## config.mk

```make
export PLATFORM = sky130hd
export DESIGN_NAME = piso_shift_tx
export DESIGN_NICKNAME = d
export VERILOG_FILES = /design/src/rtl/piso_shift_tx.sv
export SDC_FILE = /design/constraint.sdc
export NUM_CORES = 1
export LEC_CHECK = 0
export CORE_UTILIZATION = 40
export CTS_CLUSTER_SIZE = 24
export DETAILED_ROUTE_END_ITERATION = 8
export PLACE_DENSITY = 0.65
export SYNTH_ARGS = -nofsm -noshare
export SYNTH_HDL_FRONTEND = slang
export SYNTH_SLANG_ARGS = --single-unit
export TNS_END_PERCENT = 20
```

## constraint.sdc

```tcl
create_clock -name clk -period 3.8 [get_ports clk]
set_input_delay 0.57 -clock clk [delete_from_list [all_inputs] [get_ports clk]]
set_output_delay 0.57 -clock clk [all_outputs]
set_load 0.02 [all_outputs]
```

## src/rtl/piso_shift_tx.sv

```systemverilog
// Parallel-in serial-out transmitter: accepts an N-bit word over valid/ready
// and shifts it out one bit per clock, qualified by so_valid and so_last.
module piso_shift_tx #(
  parameter int N         = 8,
  parameter bit MSB_FIRST = 1'b1
) (
  input  logic         clk,
  input  logic         reset,
  input  logic         load_valid,
  output logic         load_ready,
  input  logic [N-1:0] pi,
  output logic         so,
  output logic         so_valid,
  output logic         so_last,
  output logic         busy
);

  localparam int CW = (N > 1) ? $clog2(N) : 1;
  localparam logic [CW-1:0] LAST = CW'(N - 1);

  localparam logic [0:0] IDLE  = 1'b0;
  localparam logic [0:0] SHIFT = 1'b1;

  logic [0:0]    state;
  logic [N-1:0]  sreg;
  logic [CW-1:0] cnt;
  logic [CW-1:0] cnt_nxt;
  logic          end_of_word;
  logic          take;

  assign end_of_word = (state == SHIFT) && (cnt == LAST);
  assign load_ready  = (state == IDLE) || end_of_word;
  assign take        = load_valid && load_ready;
  assign busy        = (state == SHIFT);
  assign cnt_nxt     = cnt + 1'b1;

  // The first bit goes straight to so at the handshake edge; sreg keeps the
  // remaining bits aligned so the next one is always at the outgoing end.
  always_ff @(posedge clk) begin
    if (reset) begin
      state    <= IDLE;
      sreg     <= '0;
      cnt      <= '0;
      so       <= 1'b0;
      so_valid <= 1'b0;
      so_last  <= 1'b0;
    end else if (take) begin
      state    <= SHIFT;
      cnt      <= '0;
      so_valid <= 1'b1;
      so_last  <= 1'b0;
      if (MSB_FIRST) begin
        so   <= pi[N-1];
        sreg <= {pi[N-2:0], 1'b0};
      end else begin
        so   <= pi[0];
        sreg <= {1'b0, pi[N-1:1]};
      end
    end else if (end_of_word || state == IDLE) begin
      state    <= IDLE;
      cnt      <= '0;
      so       <= 1'b0;
      so_valid <= 1'b0;
      so_last  <= 1'b0;
    end else begin
      cnt      <= cnt_nxt;
      so_valid <= 1'b1;
      so_last  <= (cnt_nxt == LAST);
      if (MSB_FIRST) begin
        so   <= sreg[N-1];
        sreg <= {sreg[N-2:0], 1'b0};
      end else begin
        so   <= sreg[0];
        sreg <= {1'b0, sreg[N-1:1]};
      end
    end
  end

endmodule

```

After elaboration in Yosys (flattened, before gate mapping). Cells that the tools add are included.

Shifts and indexed selects: 0. Div/mod/pow operators: 0. Add/subtract/negate cells: 1. $mul: 0. Reduce and logical (&&, ||, !) cells: 5. Muxes and demuxes: 8. Equal/unequal tests: 3. Bitwise operators: 1. Magnitude comparators: 0.

Operators by type and width (count): $mux W8 (2); $eq A3 B3 Y1 const B (2); $mux W1 (6); $add A3 B1 Y3 const B (1); $reduce_or A3 Y1 (1); $logic_and A1 B1 Y1 (2); $ne A2 B1 Y1 const B (1); $reduce_bool A2 Y1 (1); $logic_or A1 B1 Y1 (1); $not A1 Y1 (1).

Memory bits (read-only): 0. Latch bits: 0. Register bits after elaboration: 14. Memories kept: 0. Memory bits (writable): 0.

Longest topological paths before layout. Gate-level depths: netlist (run 1).

Word-level depth: 5. Gate-level depth with buffers: 7. Depth with buffers taken out: 6.

Least setup slack after synthesis (run 1). Ideal clock, no wire load.

Kind: flip-flop to output port. Start point: register cnt[0]. End point: output port load_ready. Cell stages (with the launch flop): 6. Slack: 2.160 ns. Required time: 3.230 ns. Arrival: 1.070 ns. Path buffers: 1. Cells stage by stage: dfxtp_1 -> ha_1 -> ha_1 -> nor2b_4 -> inv_4 -> buf_8.

Longest elaborated chain between the ends: 3.

RTL lines: from (decl) (line 26) `logic [CW-1:0] cnt;`; from (signal assigned) (line 66) `cnt <= cnt_nxt;`; $eq A3 B3 Y1 (line 31) `assign end_of_word = (state == SHIFT) && (cnt == LAST);`; $logic_and A1 B1 Y1 (line 31); $logic_or A1 B1 Y1 (line 32) `assign load_ready = (state == IDLE) || end_of_word;`; to (decl) (line 10) `output logic load_ready,`.

Every way passes these cells.

Worst setup path in the final report (run 1). Ends and elaborated chain as after synthesis.

==> metrics.md, run 1 <==
| Metric | Value |
|---|---|
| Final HPWL DP | 672 um |
| Io pins | 16 |
| Setup TNS Final | 0 ns |
| CP most frequent cell | ha_1 |
| Hold Buf Count CTS | 0 |
| Leak | 0.321 nW |
| Mapped Cells | 53 |
| Yosys Warn Count | 0 |
| Distinct cells, synth | 17 |
| Final nets | 84 |
| PwrDens | 374 nW/um2 |
| Worst setup skew after layout | 0.00423 ns |
| Number of H-tree levels | 1 |
| Seq cells post-synth | 14 |
| Placed Instance Area | 748 um2 |
| Register area | 280 um2 |
| Worst-path fanout max | 17 |
| Area Growth Syn to Fin | 26.2% |
| Clock buffer depth | 2 |
| Area occupied by multi-input gates | 289 um2 |
| Vias | 405 |
| Post-synthesis net count | 67 |
| Vias in the first global route | 347 |
| Dominant cells by area after synthesis | dfxtp_1, a211oi_2, mux2i_1, ha_1, nor2_1 |
| Final Hold Fails | 0 |
| VDD IR max | 254 uV |
| Routed Antenna Nets | 0 |
| Fmax | 0.415 GHz |
| CTS tree | yes |
| Detailed-route DRC error count | 0 |
| Average cell area after synthesis | 11.5 um2 |
| Routed WL | 923 um |
| Total gr overflow | 0 |
| Initial antenna violation count | 0 |
| Setup Buffers After CTS | 0 |
| Fin. max-slew vios | 0 |
| RSZ-0062 raised after global routing | no |
| Layout Cell Area excl Fill | 771 um2 |
| Setup crit start kind | flip-flop |
| IO Port Bufs | 15 |
| Routability Congestion | 0.655 |
| Setup crit end kind | output port |
| Initial DRC count | 6 |
| Post-Syn Area | 611 um2 |
| # resized after CTS | 0 |
| Core area | 1370 um2 |
| Yosys top cell by area | dfxtp_1 |
| Min-delay worst type | flip-flop to flip-flop |
| Clk root buf | clkbuf_4 |
| Inserted Diodes | 0 |
| Average wire per standard cell | 11.1 um |
| Gr usage total | 14.0% |
| Largest net degree at the start of global routing | 18 |
| Status | complete, no violations |
| Max-cap viol count | 0 |
| Cell Chain, Critical Path | ha_1 -> ha_1 -> nor2b_4 -> inv_4 -> clkdlybuf4s50_1 |
| Cts bufs inserted | 3 |
| Share of the synthesized area in the top cell type | 45.9% |
| Required time of the worst setup path | 3.23 ns |
| Slowest CP cell | clkdlybuf4s50_1 |
| Layout cells sized above 1 | 19.1% |
| Die W | 41.1 um |
| Worst path arrival time | 1.84 ns |
| Final min period | 2.41 ns |
| Slew headroom | 57.8% |
| Final period utilization | 63.4% |
| FILL cells | 134 |
| Die area | 1690 um2 |
| Clk Latency, worst-skew pair | 0.27 ns |
| Worst slew pin tran | 0.631 ns |
| Setup CP Type | flip-flop to output port |
| Die Height | 41.1 um |
| Final setup fails | 0 |
| Rows | 13 |
| Sinks on Clock Net | 14 |
| Worst-path clk slew | 0.07 ns |
| Initial core utilization | 44.7% |
| Drt first pass iters | 3 |
| Register area share after synthesis | 45.9% |
| First-pass GRT wire length | 1480 um |
| CP max stage delay | 0.64 ns |
| Post-DR vias/cell | 4.88 |
-- logic make-up (layout without fill, tap and decap cells) --
family          count (synthesis)  after routing  synth area share (%)
fa+ha+maj                       3              3                  6.15
simple gates                   17             17                  16.6
flops                          14             14                  45.9
buf+inv                         5             20                  6.76
compound gates                  7              7                  13.1
mux                             7              7                  11.5
-- metrics by stage --
step	hold WS (ns)	instances	setup WS [ns]	power, mW	utilization (%)
2_1_floorplan	0.431	53	2.16	0.196	-
3_3_place_gp	0.442	80	1.69	0.212	54.8
3_5_place_dp	0.459	80	1.68	0.213	54.8
4_1_cts	0.470	83	1.37	0.293	56.4
5_1_grt	0.504	83	1.25	0.307	56.4
6_report	0.465	83	1.39	0.288	56.4
-- cell type report --
cell class / count / area share (%)
Clock buffer: 3 / 2.92
Inverter: 2 / 1.30
Multi-Input combinational cell: 34 / 37.5
Sequential cell: 14 / 36.4
Tap cell: 15 / 2.44
Timing Repair Buffer: 15 / 19.5
-- worst paths after layout --
kind              startpoint  cells after the start  slack (ns)          to
setup / recovery      cnt[0]                      5        1.39  load_ready
hold / removal        cnt[0]                      1        0.47      cnt[0]
setup reg to reg      cnt[0]                      6        2.40     so_last
hold reg to reg       cnt[0]                      1        0.47      cnt[0]
-- Yosys cell counts --
master	count
nor3b_4	1
nand3_2	1
buf_2	1
dfxtp_1	14
nor3_1	3
buf_8	1
nand2_1	1
mux2i_1	7
nor2b_4	1
inv_1	1
a211oi_2	6
nor2_1	9
ha_1	3
inv_4	1
a21oi_1	1
and2_1	1
buf_6	1
-- worst max-delay path: cells and delay by family (launching register included) --
family	cells	cell delay [ns]
buf+inv	2	0.81
flops	1	0.36
fa+ha+maj	2	0.33
simple gates	1	0.06
-- layout by cell type, fill, tap and decap left out --
cell             count
nor2_1               9
nor3b_4              1
inv_4                1
clkbuf_4             3
inv_1                1
nand3_2              1
a21oi_1              1
a211oi_2             6
mux2i_1              7
nand2_1              1
clkdlybuf4s50_1     15
nor2b_4              1
dfxtp_1             14
nor3_1               3
ha_1                 3
and2_1               1
-- state kept, by name (all words and copies together) (netlist names) --
register  cells
cnt           3
so_valid      1
so            1
so_last       1
busy          1
sreg          7
-- power by group --
group / leakage, nW / switching, mW / internal (mW) / total, mW
Combinational: 0.192 / 0.0236 / 0.0258 / 0.0493
Sequential: 0.115 / 0.00415 / 0.156 / 0.160
Clock: 0.0138 / 0.0424 / 0.0366 / 0.0791
Total: 0.321 / 0.0701 / 0.218 / 0.288
-- per-layer routing --
metal  vias up  routed length [um]  GRT usage (%)
met1       178                 451           17.3
met4         0                   5           7.50
met2        10                 411           21.1
met5         -                   0              0
li1        215                   -              -
met3         2                  55           4.89
Note: power is estimated with default switching activity, not from simulation.
==> inputs of run 2 (changes only) <==
Settings changed: PLACE_DENSITY 0.65 to 0.67.
Clock period 3.8 ns to 1.96 ns, I/O delays scaled along.
==> run 2 against run 1 <==
  * Flip-flop and latch count unchanged
  * Sequential power rose by 93%
  * Final area up 1.8%
  * Clock skew rose by 0.0034 ns
  * Non-clock buffer count grew 2
  * Critical path type unchanged
  * Highest routed layer unchanged
==> metrics.md, run 2 (same netlist as run 1, synthesis figures left out) <==
| Metric | Value |
|---|---|
| Final period utilization | 92.7% |
| Worst setup skew after layout | 0.00760 ns (+0.00337 ns) |
| Final nets | 86 (+2.4%) |
| Average wire per standard cell | 10.4 um (-6.3%) |
| Setup crit end kind | output port |
| Worst Setup EP | load_ready |
| # resized after CTS | 1 (+1) |
| Final min period | 1.82 ns |
| Slew headroom | 66.9% (+9.1 points) |
| VDD IR max | 310 uV (+22%) |
| Final HPWL DP | 645 um (-4.0%) |
| Area Growth Syn to Fin | 28.5% |
| Worst slew pin tran | 0.495 ns (-0.137 ns) |
| Leak | 0.331 nW (+3.0%) |
| Biggest regs | sreg (7), cnt (3) |
| Cts bufs inserted | 3 (unchanged) |
| FF-to-FF Start | cnt[0] |
| R2r endpoint | so_last |
| CTS tree | yes |
| Fin. max-slew vios | 0 (unchanged) |
| Sinks on Clock Net | 14 (unchanged) |
| Origin of the worst setup path | cnt[0] |
| Routability Congestion | 0.673 (+2.6%) |
| Hold Buf Count CTS | 0 (unchanged) |
| Core area | 1370 um2 (unchanged) |
| Setup crit start kind | flip-flop |
| Initial core utilization | 44.7% (unchanged) |
| Min-delay worst type | flip-flop to flip-flop |
| Required time of the worst setup path | 1.67 ns (-1.56 ns) |
| Final Hold Fails | 0 (unchanged) |
| Setup TNS Final | 0 ns (unchanged) |
| Total gr overflow | 0 (unchanged) |
| Die area | 1690 um2 (unchanged) |
| Worst path arrival time | 1.52 ns (-0.32 ns) |
| Gr usage total | 13.9% (-0.16 points) |
| Initial DRC count | 7 (+1) |
| Drt first pass iters | 2 (-1) |
| Detailed-route DRC error count | 0 (unchanged) |
| Number of flip-flops under the largest register name | 7 (unchanged) |
| Top reg by flops | sreg |
| Largest net degree at the start of global routing | 17 (-1) |
| Max-cap viol count | 0 (unchanged) |
| Setup Buffers After CTS | 0 (unchanged) |
| Number of H-tree levels | 1 (unchanged) |
| Vias in the first global route | 362 (+4.3%) |
| Status | complete, no violations |
| IO Port Bufs | 15 (unchanged) |
| Routed Antenna Nets | 0 (unchanged) |
| Rows | 13 (unchanged) |
| Die Height | 41.1 um (unchanged) |
| Post-DR vias/cell | 4.82 (-1.1%) |
| Pwr Total | 0.557 mW (+93%) |
| Worst-path clk slew | 0.07 ns (about the same) |
| PwrDens | 710 nW/um2 (+90%) |
| R2R cell count | 7 (+1) |
| Vias | 410 (+1.2%) |
| RSZ-0062 raised after global routing | no |
| Initial antenna violation count | 0 (unchanged) |
| Clk root buf | clkbuf_4 |
| Worst-path fanout max | 4 (-13) |
| Die W | 41.1 um (unchanged) |
| Most frequent cells in the layout | dfxtp_1, clkdlybuf4s50_1, nor2_1 |
| Flop2flop setup slack | 0.44 ns (-1.96 ns) |
| Routed WL | 886 um (-4.0%) |
| Setup CP Type | flip-flop to output port |
| Io pins | 16 (unchanged) |
| Fmax | 0.550 GHz |
| FILL cells | 132 (-1.5%) |
| Final setup fails | 0 (unchanged) |
| Inserted Diodes | 0 (unchanged) |
| First-pass GRT wire length | 1480 um (unchanged) |
| Clk Latency, worst-skew pair | 0.27 ns (about the same) |
| Layout cells sized above 1 | 21.4% (+2.3 points) |
| Clock buffer depth | 2 (unchanged) |
-- run 2: layout make-up --
| cell class | instances | area [um2] | share of cell area, % |
|---|---|---|---|
| tap | 15 | 18.8 | 2.39 |
| timing repair buffer | 17 | 164 | 20.9 |
| inverter | 2 | 10.0 | 1.28 |
| sequential | 14 | 280 | 35.7 |
| multi-input combinational | 34 | 289 | 36.8 |
| clock buffer | 3 | 22.5 | 2.87 |
-- run 2: metrics by stage --
stage	worst slack (ns)	instances	area [um2]	utilization, %	hold slack, ns
after floorplan	0.596	53	611	-	0.359
after global placement	0.235	82	763	55.9	0.441
after detailed placement	0.211	82	763	55.9	0.449
after CTS	0.127	85	785	57.4	0.468
after global routing	0.0702	85	785	57.4	0.497
final	0.143	85	785	57.4	0.465
-- run 2: how the worst min path moves through the flow --
stage	from	end	slack [ns]	cells after the start
floorplan	reset	sreg[2]	0.36	1
global placement	cnt[0]	cnt[0]	0.44	1
detailed placement	sreg[7]	so	0.45	2
CTS	sreg[7]	so	0.47	2
global route	cnt[0]	cnt[0]	0.50	1
finish	cnt[0]	cnt[0]	0.47	1
-- run 2: report_power, final --
group | switching [mW] | internal, mW | leakage (nW) | total, mW
sequential | 0.00779 | 0.302 | 0.115 | 0.309
clock | 0.0791 | 0.0708 | 0.0138 | 0.150
combinational | 0.0460 | 0.0518 | 0.202 | 0.0978
total | 0.133 | 0.424 | 0.331 | 0.557
-- run 2: routing by layer --
metal	vias to the layer above	global-route usage [%]	part of all wire, %
li1	218	-	-
met1	181	18.9	54
met2	9	19.9	40
met3	2	3.26	6.0
met4	0	7.50	0.56
met5	-	0	0
-- run 2: critical path: stages, from the launching register on --
cell and delay (ns):
dfxtp_1 0.33, ha_1 0.21, ha_1 0.21, nor2b_4 0.17, inv_4 0.04, dlygate4sd2_1 0.31
==> inputs of run 3 (changes only) <==
Settings changed: CAP_MARGIN set to 25.
==> results of run 3 <==
No change in the layout: final DEF, timing and power equal those of run 2.
